**src/rtl/ct_spsram_256x7_ctrl_pkg.sv**
```systemverilog
// Shared types and constants for the 256x7 single-port array controller.
package ct_spsram_ctrl_pkg;

    localparam int unsigned CT_ADDR_W = 8;
    localparam int unsigned CT_DATA_W = 7;
    localparam int unsigned CT_DEPTH  = 1 << CT_ADDR_W;

    typedef enum logic [1:0] {
        WAIT = 2'd0,
        INIT = 2'd1,
        RUN  = 2'd2
    } ctrl_state_e;

    typedef struct packed {
        logic                 vld;
        logic                 wr;
        logic [CT_ADDR_W-1:0] addr;
        logic [CT_DATA_W-1:0] wdata;
        logic [CT_DATA_W-1:0] wmask;
    } access_t;

endpackage

```
**src/rtl/ct_spsram_256x7_ctrl_if.sv**
```systemverilog
// Requester-side bus of the array controller: two request channels plus shared read data.
interface ct_spsram_256x7_ctrl_if
    import ct_spsram_ctrl_pkg::*;
#(
    parameter int unsigned ADDR_W = CT_ADDR_W,
    parameter int unsigned DATA_W = CT_DATA_W
);

    logic              r0_vld;
    logic              r0_wr;
    logic [ADDR_W-1:0] r0_addr;
    logic [DATA_W-1:0] r0_wdata;
    logic [DATA_W-1:0] r0_wmask;
    logic              r0_gnt;
    logic              r0_rvld;

    logic              r1_vld;
    logic              r1_wr;
    logic [ADDR_W-1:0] r1_addr;
    logic [DATA_W-1:0] r1_wdata;
    logic [DATA_W-1:0] r1_wmask;
    logic              r1_gnt;
    logic              r1_rvld;

    logic [DATA_W-1:0] rdata;

    modport master (
        output r0_vld, r0_wr, r0_addr, r0_wdata, r0_wmask,
        output r1_vld, r1_wr, r1_addr, r1_wdata, r1_wmask,
        input  r0_gnt, r0_rvld, r1_gnt, r1_rvld, rdata
    );

    modport slave (
        input  r0_vld, r0_wr, r0_addr, r0_wdata, r0_wmask,
        input  r1_vld, r1_wr, r1_addr, r1_wdata, r1_wmask,
        output r0_gnt, r0_rvld, r1_gnt, r1_rvld, rdata
    );

endinterface

```
**src/rtl/ct_spsram_256x7_ctrl_arb.sv**
```systemverilog
// Two-way arbiter producing a one-hot grant; fixed r0-over-r1 priority, or
// round-robin when CT_SPSRAM_CTRL_RR_EN is defined.
module ct_spsram_ctrl_arb (
`ifdef CT_SPSRAM_CTRL_RR_EN
    input  logic       clk,
    input  logic       rst_n,
`endif
    input  logic [1:0] i_vld,
    output logic [1:0] o_gnt
);

`ifdef CT_SPSRAM_CTRL_RR_EN
    // r_rr_ptr names the requester preferred on the next contended cycle
    logic r_rr_ptr;

    always_comb begin
        o_gnt = i_vld;
        if (i_vld == 2'b11) begin
            o_gnt = r_rr_ptr ? 2'b10 : 2'b01;
        end
    end

    always_ff @(posedge clk or negedge rst_n) begin
        if (!rst_n) begin
            r_rr_ptr <= 1'b0;
        end else if (|o_gnt) begin
            r_rr_ptr <= o_gnt[0];
        end
    end
`else
    always_comb begin
        o_gnt = {i_vld[1] & ~i_vld[0], i_vld[0]};
    end
`endif

endmodule

```
**src/rtl/ct_spsram_256x7_ctrl.sv**
```systemverilog
// Init-sweep sequencer and two-requester port arbiter for a 256x7 single-port array.
// Define CT_SPSRAM_CTRL_RR_EN for round-robin arbitration (default: r0 over r1).
module ct_spsram_256x7_ctrl
    import ct_spsram_ctrl_pkg::*;
#(
    parameter int unsigned       ADDR_W   = CT_ADDR_W,
    parameter int unsigned       DATA_W   = CT_DATA_W,
    parameter logic [DATA_W-1:0] INIT_VAL = '0
) (
    input  logic                  forever_cpuclk,
    input  logic                  cpurst_b,
    input  logic                  flush_req,
    output logic                  init_done,
    ct_spsram_256x7_ctrl_if.slave req,
    output logic [ADDR_W-1:0]     sram_a,
    output logic                  sram_cen,
    output logic                  sram_gwen,
    output logic [DATA_W-1:0]     sram_wen,
    output logic [DATA_W-1:0]     sram_d,
    input  logic [DATA_W-1:0]     sram_q
);

    localparam int unsigned DEPTH = 1 << ADDR_W;

    ctrl_state_e       r_state;
    ctrl_state_e       w_state_nxt;
    logic [ADDR_W-1:0] r_cnt;
    logic [ADDR_W-1:0] w_cnt_nxt;
    logic [1:0]        r_rvld;
    logic [1:0]        w_vld;
    logic [1:0]        w_gnt;
    logic              w_run;

    assign w_run = (r_state == RUN);
    assign w_vld = {req.r1_vld, req.r0_vld} & {2{w_run}};

    ct_spsram_ctrl_arb u_arb (
`ifdef CT_SPSRAM_CTRL_RR_EN
        .clk   (forever_cpuclk),
        .rst_n (cpurst_b),
`endif
        .i_vld (w_vld),
        .o_gnt (w_gnt)
    );

    assign req.r0_gnt  = w_gnt[0];
    assign req.r1_gnt  = w_gnt[1];
    assign req.r0_rvld = r_rvld[0];
    assign req.r1_rvld = r_rvld[1];
    assign req.rdata   = sram_q;

    always_ff @(posedge forever_cpuclk or negedge cpurst_b) begin
        if (!cpurst_b) begin
            r_state <= WAIT;
            r_cnt   <= '0;
        end else begin
            r_state <= w_state_nxt;
            r_cnt   <= w_cnt_nxt;
        end
    end

    // Read tag is independent of the FSM so a read granted alongside a flush still returns.
    always_ff @(posedge forever_cpuclk or negedge cpurst_b) begin
        if (!cpurst_b) begin
            r_rvld <= '0;
        end else begin
            r_rvld <= {w_gnt[1] & ~req.r1_wr, w_gnt[0] & ~req.r0_wr};
        end
    end

    always_comb begin
        w_state_nxt = r_state;
        w_cnt_nxt   = r_cnt;
        init_done   = 1'b0;
        sram_cen    = 1'b1;
        sram_gwen   = 1'b1;
        sram_wen    = '1;
        sram_a      = '0;
        sram_d      = '0;

        case (r_state)
            WAIT: begin
                w_state_nxt = INIT;
            end

            INIT: begin
                sram_cen  = 1'b0;
                sram_gwen = 1'b0;
                sram_wen  = '0;
                sram_a    = r_cnt;
                sram_d    = INIT_VAL;
                if (flush_req) begin
                    w_cnt_nxt = '0;
                end else if (r_cnt == ADDR_W'(DEPTH - 1)) begin
                    w_cnt_nxt   = '0;
                    w_state_nxt = RUN;
                end else begin
                    w_cnt_nxt = r_cnt + ADDR_W'(1);
                end
            end

            RUN: begin
                init_done = 1'b1;
                if (flush_req) begin
                    w_state_nxt = INIT;
                    w_cnt_nxt   = '0;
                end
                if (w_gnt[0]) begin
                    sram_cen = 1'b0;
                    sram_a   = req.r0_addr;
                    if (req.r0_wr) begin
                        sram_gwen = 1'b0;
                        sram_wen  = ~req.r0_wmask;
                        sram_d    = req.r0_wdata;
                    end
                end else if (w_gnt[1]) begin
                    sram_cen = 1'b0;
                    sram_a   = req.r1_addr;
                    if (req.r1_wr) begin
                        sram_gwen = 1'b0;
                        sram_wen  = ~req.r1_wmask;
                        sram_d    = req.r1_wdata;
                    end
                end
            end

            default: begin
                w_state_nxt = WAIT;
            end
        endcase
    end

endmodule

```
**src/flat_wrapper.sv**
```systemverilog
// flat-port wrapper written by rule: the top's interface ports become plain ports
module ct_spsram_256x7_ctrl_flat import ct_spsram_ctrl_pkg::*;
#(
    parameter int unsigned       ADDR_W   = CT_ADDR_W,
    parameter int unsigned       DATA_W   = CT_DATA_W,
    parameter logic [DATA_W-1:0] INIT_VAL = '0
)
  (forever_cpuclk, cpurst_b, flush_req, init_done, sram_a, sram_cen, sram_gwen, sram_wen, sram_d, sram_q, req_r0_vld, req_r0_wr, req_r0_addr, req_r0_wdata, req_r0_wmask, req_r1_vld, req_r1_wr, req_r1_addr, req_r1_wdata, req_r1_wmask, req_r0_gnt, req_r0_rvld, req_r1_gnt, req_r1_rvld, req_rdata);
  ct_spsram_256x7_ctrl_if #(.ADDR_W(ADDR_W), .DATA_W(DATA_W)) req_i ();
  input  logic forever_cpuclk;
  input  logic cpurst_b;
  input  logic flush_req;
  output logic init_done;
  output logic [ADDR_W-1:0] sram_a;
  output logic sram_cen;
  output logic sram_gwen;
  output logic [DATA_W-1:0] sram_wen;
  output logic [DATA_W-1:0] sram_d;
  input  logic [DATA_W-1:0] sram_q;
  input wire logic [$bits(req_i.r0_vld)-1:0] req_r0_vld;
  input wire logic [$bits(req_i.r0_wr)-1:0] req_r0_wr;
  input wire logic [$bits(req_i.r0_addr)-1:0] req_r0_addr;
  input wire logic [$bits(req_i.r0_wdata)-1:0] req_r0_wdata;
  input wire logic [$bits(req_i.r0_wmask)-1:0] req_r0_wmask;
  input wire logic [$bits(req_i.r1_vld)-1:0] req_r1_vld;
  input wire logic [$bits(req_i.r1_wr)-1:0] req_r1_wr;
  input wire logic [$bits(req_i.r1_addr)-1:0] req_r1_addr;
  input wire logic [$bits(req_i.r1_wdata)-1:0] req_r1_wdata;
  input wire logic [$bits(req_i.r1_wmask)-1:0] req_r1_wmask;
  output wire logic [$bits(req_i.r0_gnt)-1:0] req_r0_gnt;
  output wire logic [$bits(req_i.r0_rvld)-1:0] req_r0_rvld;
  output wire logic [$bits(req_i.r1_gnt)-1:0] req_r1_gnt;
  output wire logic [$bits(req_i.r1_rvld)-1:0] req_r1_rvld;
  output wire logic [$bits(req_i.rdata)-1:0] req_rdata;
  assign req_i.r0_vld = req_r0_vld;
  assign req_i.r0_wr = req_r0_wr;
  assign req_i.r0_addr = req_r0_addr;
  assign req_i.r0_wdata = req_r0_wdata;
  assign req_i.r0_wmask = req_r0_wmask;
  assign req_i.r1_vld = req_r1_vld;
  assign req_i.r1_wr = req_r1_wr;
  assign req_i.r1_addr = req_r1_addr;
  assign req_i.r1_wdata = req_r1_wdata;
  assign req_i.r1_wmask = req_r1_wmask;
  assign req_r0_gnt = req_i.r0_gnt;
  assign req_r0_rvld = req_i.r0_rvld;
  assign req_r1_gnt = req_i.r1_gnt;
  assign req_r1_rvld = req_i.r1_rvld;
  assign req_rdata = req_i.rdata;
  ct_spsram_256x7_ctrl #(.ADDR_W(ADDR_W), .DATA_W(DATA_W), .INIT_VAL(INIT_VAL)) u_core (.forever_cpuclk(forever_cpuclk), .cpurst_b(cpurst_b), .flush_req(flush_req), .init_done(init_done), .req(req_i), .sram_a(sram_a), .sram_cen(sram_cen), .sram_gwen(sram_gwen), .sram_wen(sram_wen), .sram_d(sram_d), .sram_q(sram_q));
endmodule
```
**config.mk**
```make
export PLATFORM = sky130hd
export DESIGN_NAME = ct_spsram_256x7_ctrl_flat
export DESIGN_NICKNAME = d
export VERILOG_FILES = /design/src/rtl/ct_spsram_256x7_ctrl_pkg.sv /design/src/rtl/ct_spsram_256x7_ctrl_if.sv /design/src/rtl/ct_spsram_256x7_ctrl_arb.sv /design/src/rtl/ct_spsram_256x7_ctrl.sv /design/src/flat_wrapper.sv
export SDC_FILE = /design/constraint.sdc
export NUM_CORES = 1
export LEC_CHECK = 0
export BUFFER_PORTS_ARGS = -buffer_cell sky130_fd_sc_hd__buf_2
export CORE_ASPECT_RATIO = 2
export CORE_UTILIZATION = 35
export DETAILED_ROUTE_END_ITERATION = 10
export GPL_ROUTABILITY_DRIVEN = 0
export GPL_TIMING_DRIVEN = 0
export PLACE_DENSITY = 0.7
export RECOVER_POWER = 100
export SKIP_LAST_GASP = 1
export SLEW_MARGIN = 20
export SYNTH_ARGS = -nofsm -noshare
export SYNTH_HDL_FRONTEND = slang
export SYNTH_SLANG_ARGS = --single-unit
```
**constraint.sdc**
```tcl
create_clock -name forever_cpuclk -period 1.9 [get_ports forever_cpuclk]
set_input_delay 0.38 -clock forever_cpuclk [delete_from_list [all_inputs] [get_ports forever_cpuclk]]
set_output_delay 0.38 -clock forever_cpuclk [all_outputs]
set_load 0.02 [all_outputs]
```
# Word-level counts from Yosys, hierarchy flattened
# Index checks and enable logic that the tools add are counted.
[word_totals]
regBits = 12
latchBits = 0
ram_bits = 0
romBits = 0
inputBits = 58
out_inout_bits = 36
wordCells = 53
n_memories = 0
[op_classes]
add_sub_neg = 1
multipliers = 0
div = 0
order_cmp = 0
eq_ne = 6
shift = 0
muxes = 30
n_bitwise = 9
n_reduce_logical = 4
[op_table]
columns = ["cell", "count"]
rows = [
  ["two-way mux 7 bit", 9],
  ["two-way mux 8 bit", 5],
  ["one-hot mux 8 bit (2 select lines)", 2],
  ["NOT 7 bit", 2],
  ["one-hot mux 7 bit (2 select lines)", 1],
  ["adder 8 x 1 -> 8 bit (second input constant)", 1],
  ["equality test 8 bit (second input constant)", 1],
  ["two-way mux 1 bit", 7],
  ["two-way mux 2 bit", 3],
  ["one-hot mux 2 bit (3 select lines)", 1],
  ["!= test 2 bit (second input constant)", 2],
  ["one-hot mux 1 bit (2 select lines)", 2],
  ["AND 1 bit", 3],
  ["NOT 1 bit", 3],
  ["AND reduction 3 bit", 1],
  ["AND 2 bit", 1],
  ["equality test 2 x 1 -> 1 bit (second input constant)", 1],
  ["equality test 2 bit (second input constant)", 1],
  ["zero test 2 bit", 1],
  ["!= test 2 x 1 -> 1 bit (second input constant)", 1],
  ["AND reduction 2 bit", 1],
  ["nonzero test 2 bit", 1],
]

# Logic depth before layout (Yosys ltp)
# Gate-level depths: netlist of run 1.
[logic_depth]
ltp_word = 7
depth_mapped = 8
ltp_nobuf = 6

# Hierarchy
# Synthesis of run 1 repeated with hierarchy kept, for this count alone.
[unflattened]
hier_cells = 159
area_unflattened_um2 = 1303.8
[by_module_without_submodules]
columns = ["module", "n_inst", "cells_each", "area_each_um2", "seq_area_each_um2"]
rows = [
  ["ct_spsram_256x7_ctrl", 1, 157, 1282.5, 300.3],
  ["ct_spsram_ctrl_arb", 1, 2, 21.3, 0.0],
]

# Worst setup path after synthesis of run 1
# Ideal clock, no wire load.
[synth_timing]
kind = "register to output"
start = "reg u_core.r_state[0]"
end = "out sram_a[7]"
arrival_time_ns = 1.940
t_required_ns = 1.520
setup_slack_ns = -0.420
path_stages_with_launch = 8
path_buffers = 2
path_cell_list = "dfrtp_1 inv_1 ha_1 buf_2 and2_1 clkbuf_1 a222oi_1 nor2b_1"
[synth_between]
elab_chain_cells = 7
elab_cells_between_ends = 8
cone_classes = "2 x eq/ne; 3 x mux; 3 x bitwise"
[synth_lines]
columns = ["element", "line_no", "text"]
rows = [
  ["from (decl)", "ct_spsram_256x7_ctrl.sv:25", "ctrl_state_e r_state;"],
  ["from (signal assigned)", "ct_spsram_256x7_ctrl.sv:57", "r_state <= w_state_nxt;"],
  ["equality test 2 bit (*)", "ct_spsram_256x7_ctrl.sv:34", "assign w_run = (r_state == RUN);"],
  ["AND 2 bit (*)", "ct_spsram_256x7_ctrl.sv:35", "assign w_vld = {req.r1_vld, req.r0_vld} & {2{w_run}};"],
  ["named net req_r0_gnt", "flat_wrapper.sv:30", "output wire logic [$bits(req_i.r0_gnt)-1:0] req_r0_gnt;"],
  ["NOT 1 bit", "ct_spsram_256x7_ctrl_arb.sv:32", "o_gnt = {i_vld[1] & ~i_vld[0], i_vld[0]};"],
  ["AND 1 bit", "ct_spsram_256x7_ctrl_arb.sv:32", ""],
  ["two-way mux 8 bit", "ct_spsram_256x7_ctrl.sv:116", "end else if (w_gnt[1]) begin"],
  ["two-way mux 8 bit (*)", "ct_spsram_256x7_ctrl.sv:108", "if (w_gnt[0]) begin"],
  ["one-hot mux 8 bit (2 select lines) (*)", "ct_spsram_256x7_ctrl.sv:81", "case (r_state)"],
  ["to (decl)", "flat_wrapper.sv:14", "output logic [ADDR_W-1:0] sram_a;"],
]
# Mark *: on every way through the listed nets, which the timed path passes. The rest lies on a longest branch.

# Worst setup path in the final report of run 1
[layout_timing]
start = "reg u_core.r_state[1]"
end = "out sram_wen[3]"
[layout_between]
elab_chain_cells = 7
elab_cells_between_ends = 8
cone_classes = "2 x eq/ne; 3 x mux; 3 x bitwise"
[layout_lines]
columns = ["element", "line_no", "text"]
rows = [
  ["equality test 2 bit", "ct_spsram_256x7_ctrl.sv:34, ct_spsram_256x7_ctrl.sv:81", ""],
  ["AND 2 bit", "ct_spsram_256x7_ctrl.sv:35", ""],
  ["NOT 1 bit", "ct_spsram_256x7_ctrl_arb.sv:32", ""],
  ["AND 1 bit", "ct_spsram_256x7_ctrl_arb.sv:32", ""],
  ["two-way mux 7 bit", "ct_spsram_256x7_ctrl.sv:116", ""],
  ["two-way mux 7 bit", "ct_spsram_256x7_ctrl.sv:108", ""],
  ["one-hot mux 7 bit (2 select lines) (*)", "ct_spsram_256x7_ctrl.sv:81", ""],
  ["to (decl)", "flat_wrapper.sv:17", "output logic [DATA_W-1:0] sram_wen;"],
]
# Every way passes the cells marked *; elsewhere a longest branch is shown, timed or not.

==> results.tsv, run 1 <==
metric	value	unit
synth_top_area_cell	dfrtp_1	
r2r_slack	0.15	ns
ys_types	42	
synthCells	138	
wl	4.817	mm
clock-sinks	12	
stdcell_count	279	
synth_top_area_frac	0.2606	
grt_max_degree	13	
track_usage	0.2709	
finalWorstSetupSlack	-0.1753	ns
finalNetCount	313	
cts_buffers	3	
crit_slowest_cell	dfrtp_2	
r2r_cells	7	
ctsHoldBuffers	0	
peakVddDrop	0.7105	mV
diodes	0	
worstPathCellList	ha_4 > and3_4 > buf_12 > a221oi_4 > buf_6	
critPathRequiredTime	1.52	ns
ant_nets	0	
fmax	481.9	MHz
synth_area_leaders	dfrtp_1, a222oi_1, nor2b_1	
r2r_start	u_core.r_state[1]	
cts.path.max_buffers	2	
htree_levels	1	
setup_viol	22	
max_stage_delay	0.44	ns
period_share	1.092	
grt_pass1_vias	1636	
drive_above_1_share	0.6008	
drv_cap	0	
dp.cells	255	
violations	negative setup slack	
max_slew_margin	0.5424	
tritoncts	built	
num_rows	29	
syn2layout_area_growth	93.05	%
port_buffers	86	
final_cell_mix	buf_2, buf_6, buf_4	
dpl.hpwl	3.229	mm
dpl_cell_area	1763	um2
hold_path.class	input pin to async pin	
hold_viol	0	
worst-slew-pin-transition	0.6863	ns
synth_async_sr_flop_share	1.000	
design.core.area	3157	um2
wl_per_cell	17.27	um
die_w	42.58	um
antenna_found_initial	0	
critPathKind	flip-flop to output pin	
seq_area_frac_synth	0.2606	
avgSynthCellArea	8.350	um2
grt.overflow.total	0	
synth_edf_count	0	
maxSlewViolCount	0	
clkTransAtPathRegs	0.05	ns
syn_nets	201	
yosys_warnings	0	
root_buffer	clkbuf_8	
synth_flop_cell	dfrtp_1	
io_pins	94	
fin_crit	2.075	ns
drt-initial-drc-count	73	
drc_errors	0	
layout_commonest_cell	buf_2	
synth_seq_cells	12	
dpl_worst_slack	-0.1996	ns
arrival	1.70	ns
rsz0062_at_grt	true	
start_kind	flip-flop	
end_kind	output pin	
power_density	838.7	nW/um2
clock_skew	0.0008528	ns
status	finished with violations	
via_per_inst	5.781	
initial_core_util	0.3650	
dieArea	3540	um2
grt_pass1_wl	7.458	mm
syn_area	1152	um2
leakagePower	1.063	nW
final_area	2225	um2
fp.dieH	83.15	um
r2r-end	u_core.r_cnt[5]	
firstDrtPassIters	4	
crit_path_max_fanout	8	
insertion_delay	0.24	ns
num_vias	1613	
==> cell families (layout without fill, tap and decap cells) <==
logic type | after synthesis | in the layout | share of synthesized area
compound gates | 49 | 49 | 0.3377
buf+inv | 23 | 131 | 0.1064
fa+ha+maj | 5 | 5 | 0.05429
mux | 2 | 2 | 0.01737
simple gates | 47 | 49 | 0.2237
flops | 12 | 12 | 0.2606
==> cells in the mapped netlist (all sizes together), types with 5 or more instances <==
cell type,number
dfrtp,12
a21oi,5
a221oi,5
ha,5
a22o,7
nand2,9
buf,14
nand3,6
inv,6
nor2,6
nor2b,12
o21ai,8
a222oi,8
==> routing by layer <==
layer	track usage	share of wire	vias to the layer above
li1	-	-	744
met1	0.2503	0.33	751
met2	0.5538	0.57	104
met3	0.03261	0.069	14
met4	0.09659	0.032	0
met5	0	0	-
==> per-stage QoR <==
step,power [mW],hold slack (ns),util,TNS (ns)
after global routing,1.977,0.2101,0.7047,-4.217
after floorplan,0.9705,0.08441,-,-0.03635
final,1.866,0.1541,0.7047,-2.766
after global placement,1.248,0.2757,0.5585,-3.259
after CTS,1.789,0.02339,0.6742,-2.525
after detailed placement,1.257,0.2779,0.5585,-3.458
==> timing repair <==
item / CTS / global route
buffers inserted: 16 / 5
gates cloned: 3 / 2
setup endpoints to repair: 26 / 24
resized for setup: 61 / 20
pin swaps: 14 / 13
==> report_power, final <==
part | switching [mW] | internal [mW]
combinational | 0.637 | 0.662
sequential | 0.0396 | 0.295
clock | 0.0928 | 0.140
==> critical path: cells and delay by family (launching register included) <==
| kind | cells | cell delay, ns |
|---|---|---|
| buffers and inverters | 2 | 0.30 |
| and+or+nand+nor | 1 | 0.23 |
| adders and majority gates | 1 | 0.22 |
| AOI/OAI and AO/OA | 1 | 0.26 |
| DFF | 1 | 0.44 |
==> layout make-up <==
cell class / count / area, um2
fill: 261 / 932.1
inverter: 6 / 25.02
clock buffer: 3 / 41.29
tap: 31 / 38.79
buffer: 13 / 136.4
timing repair buffer: 109 / 769.5
sequential: 12 / 301.5
multi-input combinational: 105 / 912.1
==> state kept, by name, indices dropped and copies added (netlist names) <==
| name | cells |
|---|---|
| u_core.r_rvld | 2 |
| u_core.r_cnt | 8 |
| u_core.r_state | 2 |
==> worst max path at each step <==
stage,startpoint,end,cells past startpoint
final,u_core.r_state[1],sram_wen[3],5
after global routing,u_core.r_state[0],sram_a[4],6
after CTS,u_core.r_state[0],sram_a[1],6
after detailed placement,u_core.r_state[0],sram_d[4],7
after global placement,u_core.r_state[0],sram_d[4],7
after floorplan,u_core.r_state[0],sram_a[7],7
No activity file was read; power rests on OpenSTA's default activity.
==> run 2, diff against run 1 <==
--- a/config.mk
+++ b/config.mk
@@ -7,5 +7,6 @@
 export LEC_CHECK = 0
 export BUFFER_PORTS_ARGS = -buffer_cell sky130_fd_sc_hd__buf_2
-export CORE_ASPECT_RATIO = 2
+export CORE_ASPECT_RATIO = 1.5
+export CORE_MARGIN = 2
 export CORE_UTILIZATION = 35
 export DETAILED_ROUTE_END_ITERATION = 10
==> constraint.sdc (replaced) <==
create_clock -name forever_cpuclk -period 1.9 [get_ports forever_cpuclk]
set_input_delay 0.285 -clock forever_cpuclk [delete_from_list [all_inputs] [get_ports forever_cpuclk]]
set_output_delay 0.285 -clock forever_cpuclk [all_outputs]
set_load 0.02 [all_outputs]
==> run 2 against run 1 <==
Net effect:
- flip-flop and latch count did not move
- first-iteration DRC count is 18% higher
- count of clock-buffer cells in the layout rose by 1
- utilization decreased by 3.4 points
- clock skew increased by 0.0033 ns
- total power down 5.7%
- sequential power grew 4%
- largest cell class unchanged
- final cell count up 1.4%
- non-clock buffer count shrank 6
- the flow still finishes with violations (negative setup slack)
- highest routed layer unchanged
- global-route usage is 5.3 points lower
==> results.tsv, run 2 (synthesis results as in run 1) <==
metric	value	unit	change
max_stage_delay	0.41	ns	-0.03 ns
hold_viol	0		unchanged
port_buffers	86		unchanged
top_regs	u_core.r_cnt x8, u_core.r_rvld x2, u_core.r_state x2		
largest_reg_flops	8		unchanged
dieArea	3777	um2	+6.7%
drv_cap	0		unchanged
clkTransAtPathRegs	0.06	ns	about the same
grt_pass1_wl	6.189	mm	-17%
fp.dieH	74.28	um	-11%
violations	negative setup slack		
leakagePower	1.019	nW	-4.1%
wl	4.437	mm	-7.9%
grt_max_degree	13		unchanged
num_rows	25		-14%
cts.path.max_buffers	2		unchanged
clock-sinks	12		unchanged
worst-slew-pin-transition	0.7147	ns	+0.02835 ns
maxSlewViolCount	0		unchanged
wl_per_cell	15.68	um	-9.2%
stdcell_count	283		+1.4%
tritoncts	built		
finalWorstSetupSlack	-0.1506	ns	+0.02474 ns
layout_commonest_cell	buf_2		
r2r-end	u_core.r_state[0]		
crit_path_max_fanout	8		unchanged
end_kind	output pin		
num_vias	1596		-1.1%
crit_path_end	sram_wen[6]		
fmax	487.7	MHz	+1.2%
dp.cells	264		+3.5%
track_usage	0.2184		-0.05257
critPathKind	flip-flop to output pin		
insertion_delay	0.25	ns	about the same
peakVddDrop	0.6162	mV	-13%
status	finished with violations		
syn2layout_area_growth	83.82	%	
clock_skew	0.004150	ns	+0.003297 ns
fin_crit	2.051	ns	-0.02474 ns
drc_errors	0		unchanged
initial_core_util	0.3648		about the same
period_share	1.079		-0.01302
antenna_found_initial	0		unchanged
htree_levels	1		unchanged
hold_path.class	input pin to flip-flop		
cts_buffers	3		unchanged
design.core.area	3159	um2	about the same
start_kind	flip-flop		
firstDrtPassIters	4		unchanged
r2r_slack	0.20	ns	+0.05 ns
rsz0062_at_grt	true		
power_density	830.3	nW/um2	-1.0%
worstSetupStartpoint	u_core.r_state[1]		
drive_above_1_share	0.5761		-0.02467
io_pins	94		unchanged
dpl_worst_slack	-0.1193	ns	+0.08025 ns
regMostFlops	u_core.r_cnt		
r2r_cells	5		-2
setup_viol	23		+4.5%
die_w	50.85	um	+19%
diodes	0		unchanged
grt_pass1_vias	1357		-17%
drt-initial-drc-count	86		+18%
final_cell_mix	buf_2, buf_4, buf_6		
ant_nets	0		unchanged
finalNetCount	307		-1.9%
max_slew_margin	0.5235		-0.01890
root_buffer	clkbuf_8		
crit_slowest_cell	dfrtp_1		
holdWs	0.2407	ns	+0.08665 ns
grt.overflow.total	0		unchanged
r2r_start	u_core.r_cnt[0]		
arrival	1.77	ns	+0.07 ns
critPathRequiredTime	1.62	ns	+0.10 ns
worstPathCellList	buf_6 > ha_4 > buf_4 > buf_8 > a31o_4 > a21o_1 > buf_2		
via_per_inst	5.640		-2.5%
run 2: timing repair:
item / 4_1_cts / 5_1_grt
resized for setup: 54 / 22
cloned: 2 / 1
setup buffers: 5 / 9
pin swaps: 19 / 9
hold buffers: 1 / 0
endpoints found under the setup margin: 26 / 24
endpoints found under the hold margin: 12 / 0
run 2: through the flow:
step           TNS [ns]    util  total power [mW]  instance area [um2]
6_report         -1.758  0.6705             1.759                 2118
5_1_grt          -3.747  0.6705             1.870                 2118
4_1_cts          -1.226  0.6190             1.573                 1956
3_5_place_dp     -1.795  0.5303             1.175                 1675
3_3_place_gp     -1.305  0.5303             1.164                 1675
2_1_floorplan   -0.3611       -            0.9040                 1195
run 2: critical path, delay by kind of cell (launching register included):
kind / cells / cell delay [ns]
AO/OA/AOI/OAI: 2 / 0.36
buffers and inverters: 4 / 0.55
adder cells (fa/ha/maj): 1 / 0.19
flip-flops: 1 / 0.41
run 2: power by group:
group          switching, mW  internal, mW  leakage (nW)
clock                  0.107         0.184        0.0288
sequential            0.0492         0.297         0.162
combinational          0.573         0.550         0.828
total                  0.729          1.03          1.02
run 2: layout make-up:
type	instances	area (um2)
plain buffers	14	148.9
clock buffers	4	55.05
fillers	267	1041
inverters	6	25.02
multi-input cells	105	868.3
flip-flops and latches	12	301.5
well taps	40	50.05
repair buffers	102	669.4
run 2: routing by layer:
metal | GRT usage | vias up | routed length, um
li1 | - | 737 | -
met1 | 0.2190 | 743 | 1471
met2 | 0.4371 | 102 | 2494
met3 | 0.01606 | 14 | 312
met4 | 0.1171 | 0 | 158
met5 | 0 | - | 0
run 2: worst min-delay path by stage:
stage,startpoint,end,slack [ns],cells past startpoint
2_1_floorplan,cpurst_b,u_core.r_cnt[0],-0.01,0
3_3_place_gp,cpurst_b,u_core.r_state[1],0.18,1
3_5_place_dp,cpurst_b,u_core.r_state[1],0.19,1
4_1_cts,req_r1_wr,u_core.r_rvld[1],0.23,2
5_1_grt,req_r0_wr,u_core.r_rvld[0],0.25,2
6_report,req_r1_wr,u_core.r_rvld[1],0.24,2
==> run 3, diff against run 2 <==
- CORE_MARGIN: 2 -> not set
- CTS_CLUSTER_SIZE: not set -> 10
==> run 3 against run 2 <==
Net effect:
- count of clock-buffer cells in the layout unchanged
- maximum frequency decreased by 0.32%
- total power decreased by 1.9%
- clock skew decreased by 0.0021 ns
- cell area decreased by 1.2%
- highest routed layer unchanged
- first-iteration DRC count decreased by 45%
- non-clock buffer count decreased by 2
- the run still ends with negative setup slack left
- clock power increased by 2%
==> results.tsv, run 3 (synthesis results as in run 1) <==
metric	value	unit	change
status	finished with violations		
violations	negative setup slack		
final_cell_mix	buf_2, buf_4, buf_6		
largest_reg_flops	8		unchanged
grt_pass1_vias	1361		+0.29%
cts_buffers	3		unchanged
num_rows	25		unchanged
r2r_start	u_core.r_state[1]		
maxSlewViolCount	0		unchanged
worst-slew-pin-transition	0.7014	ns	-0.01328 ns
end_kind	output pin		
critPathKind	flip-flop to output pin		
min-delay-start	req_r0_wr		
fin_crit	2.057	ns	+0.006585 ns
hold_viol	0		unchanged
htree_levels	1		unchanged
track_usage	0.2219		+0.003572
firstDrtPassIters	4		unchanged
layout_commonest_cell	buf_2		
wl	4.132	mm	-6.9%
finalWorstSetupSlack	-0.1572	ns	-0.006585 ns
hold_depth	2		unchanged
drive_above_1_share	0.5726		-0.003518
crit_path_max_fanout	7		-1
clock_skew	0.002076	ns	-0.002074 ns
dpl_cell_area	1675	um2	unchanged
num_vias	1539		-3.6%
antenna_found_initial	0		unchanged
switchingPower	0.7173	mW	-1.6%
drc_errors	0		unchanged
top_regs	u_core.r_cnt x8, u_core.r_rvld x2, u_core.r_state x2		
hold-path-endpoint	u_core.r_rvld[0]		
power_density	824.4	nW/um2	-0.71%
clock-sinks	12		unchanged
leakagePower	1.005	nW	-1.3%
drv_cap	0		unchanged
grt_max_degree	13		unchanged
final_area	2093	um2	-1.2%
dpl.hpwl	2.864	mm	
initial_core_util	0.3648		unchanged
port_buffers	86		unchanged
hold_path.class	input pin to flip-flop		
die_w	48.85	um	-3.9%
insertion_delay	0.25	ns	about the same
power_frac_comb	0.630		-0.008
ant_nets	0		unchanged
cts.path.max_buffers	2		unchanged
swShare	0.4157		+0.001302
r2r-end	u_core.r_cnt[5]		
drt-initial-drc-count	47		-45%
io_pins	94		unchanged
regMostFlops	u_core.r_cnt		
wl_per_cell	14.70	um	-6.2%
syn2layout_area_growth	81.65	%	
grt.overflow.total	0		unchanged
max_slew_margin	0.5324		+0.008853
critPathRequiredTime	1.62	ns	about the same
clockPowerShare	0.171		+0.006
via_per_inst	5.477		-2.9%
peakVddDrop	0.6480	mV	+5.2%
start_kind	flip-flop		
rsz0062_at_grt	true		
fp.dieH	72.28	um	-2.7%
arrival	1.77	ns	about the same
r2r_cells	8		+3
clkTransAtPathRegs	0.06	ns	about the same
seqPwrFrac	0.199		+0.002
setup_viol	23		unchanged
grt_pass1_wl	6.003	mm	-3.0%
r2r_slack	0.18	ns	-0.02 ns
diodes	0		unchanged
p_int	1.008	mW	-2.1%
tritoncts	built		
design.core.area	3159	um2	unchanged
dpl_worst_slack	-0.1122	ns	+0.007153 ns
dieArea	3531	um2	-6.5%
root_buffer	clkbuf_8		
fmax	486.1	MHz	-0.32%
finalNetCount	305		-0.65%
period_share	1.083		+0.003466
[run 3: cell types whose count changed in the layout (fill, tap and decap cells not counted), sizes merged]
cell    change
buf         -3
clkbuf      +1
[run 3: cell type report]
| cell class | count | area, um2 |
|---|---|---|
| Tap cell | 40 | 50.05 |
| Timing Repair Buffer | 100 | 656.9 |
| Inverter | 6 | 22.52 |
| Multi-Input combinational cell | 105 | 858.3 |
| Buffer | 14 | 148.9 |
| Clock buffer | 4 | 55.05 |
| Sequential cell | 12 | 301.5 |
| Fill cell | 257 | 1066 |
[run 3: worst max path at each step]
stage / from / cells past startpoint / end / slack, ns
after detailed placement: u_core.r_state[0] / 8 / sram_a[5] / -0.11
after floorplan: u_core.r_state[0] / 6 / sram_wen[0] / -0.14
after global placement: u_core.r_state[0] / 7 / sram_wen[0] / -0.11
after CTS: u_core.r_state[1] / 7 / sram_wen[6] / -0.14
after global routing: u_core.r_state[1] / 6 / sram_a[1] / -0.21
final: u_core.r_state[1] / 7 / sram_wen[6] / -0.16
[run 3: timing repair]
item	4_1_cts	5_1_grt
endpoints found under the hold margin	12	0
cloned	1	3
endpoints found under the setup margin	26	24
pin swaps	13	12
hold buffers	1	0
resized for setup	48	24
setup buffers	6	5
[run 3: layer usage]
metal,wire (um),vias to the layer above,global-route usage
met5,0,-,0
met4,155,0,0.1471
li1,-,732,-
met1,1473,703,0.2119
met2,2259,93,0.4336
met3,243,11,0.02935
[run 3: critical path, stage by stage, from the launching register on]
cell	delay [ns]
dfrtp_1	0.42
buf_6	0.14
ha_4	0.18
buf_6	0.14
buf_8	0.12
a31o_4	0.22
a21o_1	0.16
buf_6	0.13
[run 3: metrics by stage]
stage / TNS [ns] / instances / total power [mW] / utilization / hold slack [ns]
2_1_floorplan: -0.3611 / 138 / 0.9040 / - / -0.01059
4_1_cts: -1.968 / 273 / 1.606 / 0.6166 / 0.2301
3_3_place_gp: -1.038 / 264 / 1.159 / 0.5303 / 0.1823
3_5_place_dp: -1.337 / 264 / 1.166 / 0.5303 / 0.1834
6_report: -2.101 / 281 / 1.726 / 0.6626 / 0.2264
5_1_grt: -3.489 / 281 / 1.805 / 0.6626 / 0.2391
[run 3: power by group through the flow]
stage               logic, mW  clock network (mW)  registers [mW]
floorplan               0.580                   0           0.324
global placement        0.824                   0           0.335
finish                   1.09               0.296           0.343
global route             1.15               0.305           0.346
detailed placement      0.831                   0           0.335
CTS                     0.975               0.293           0.338
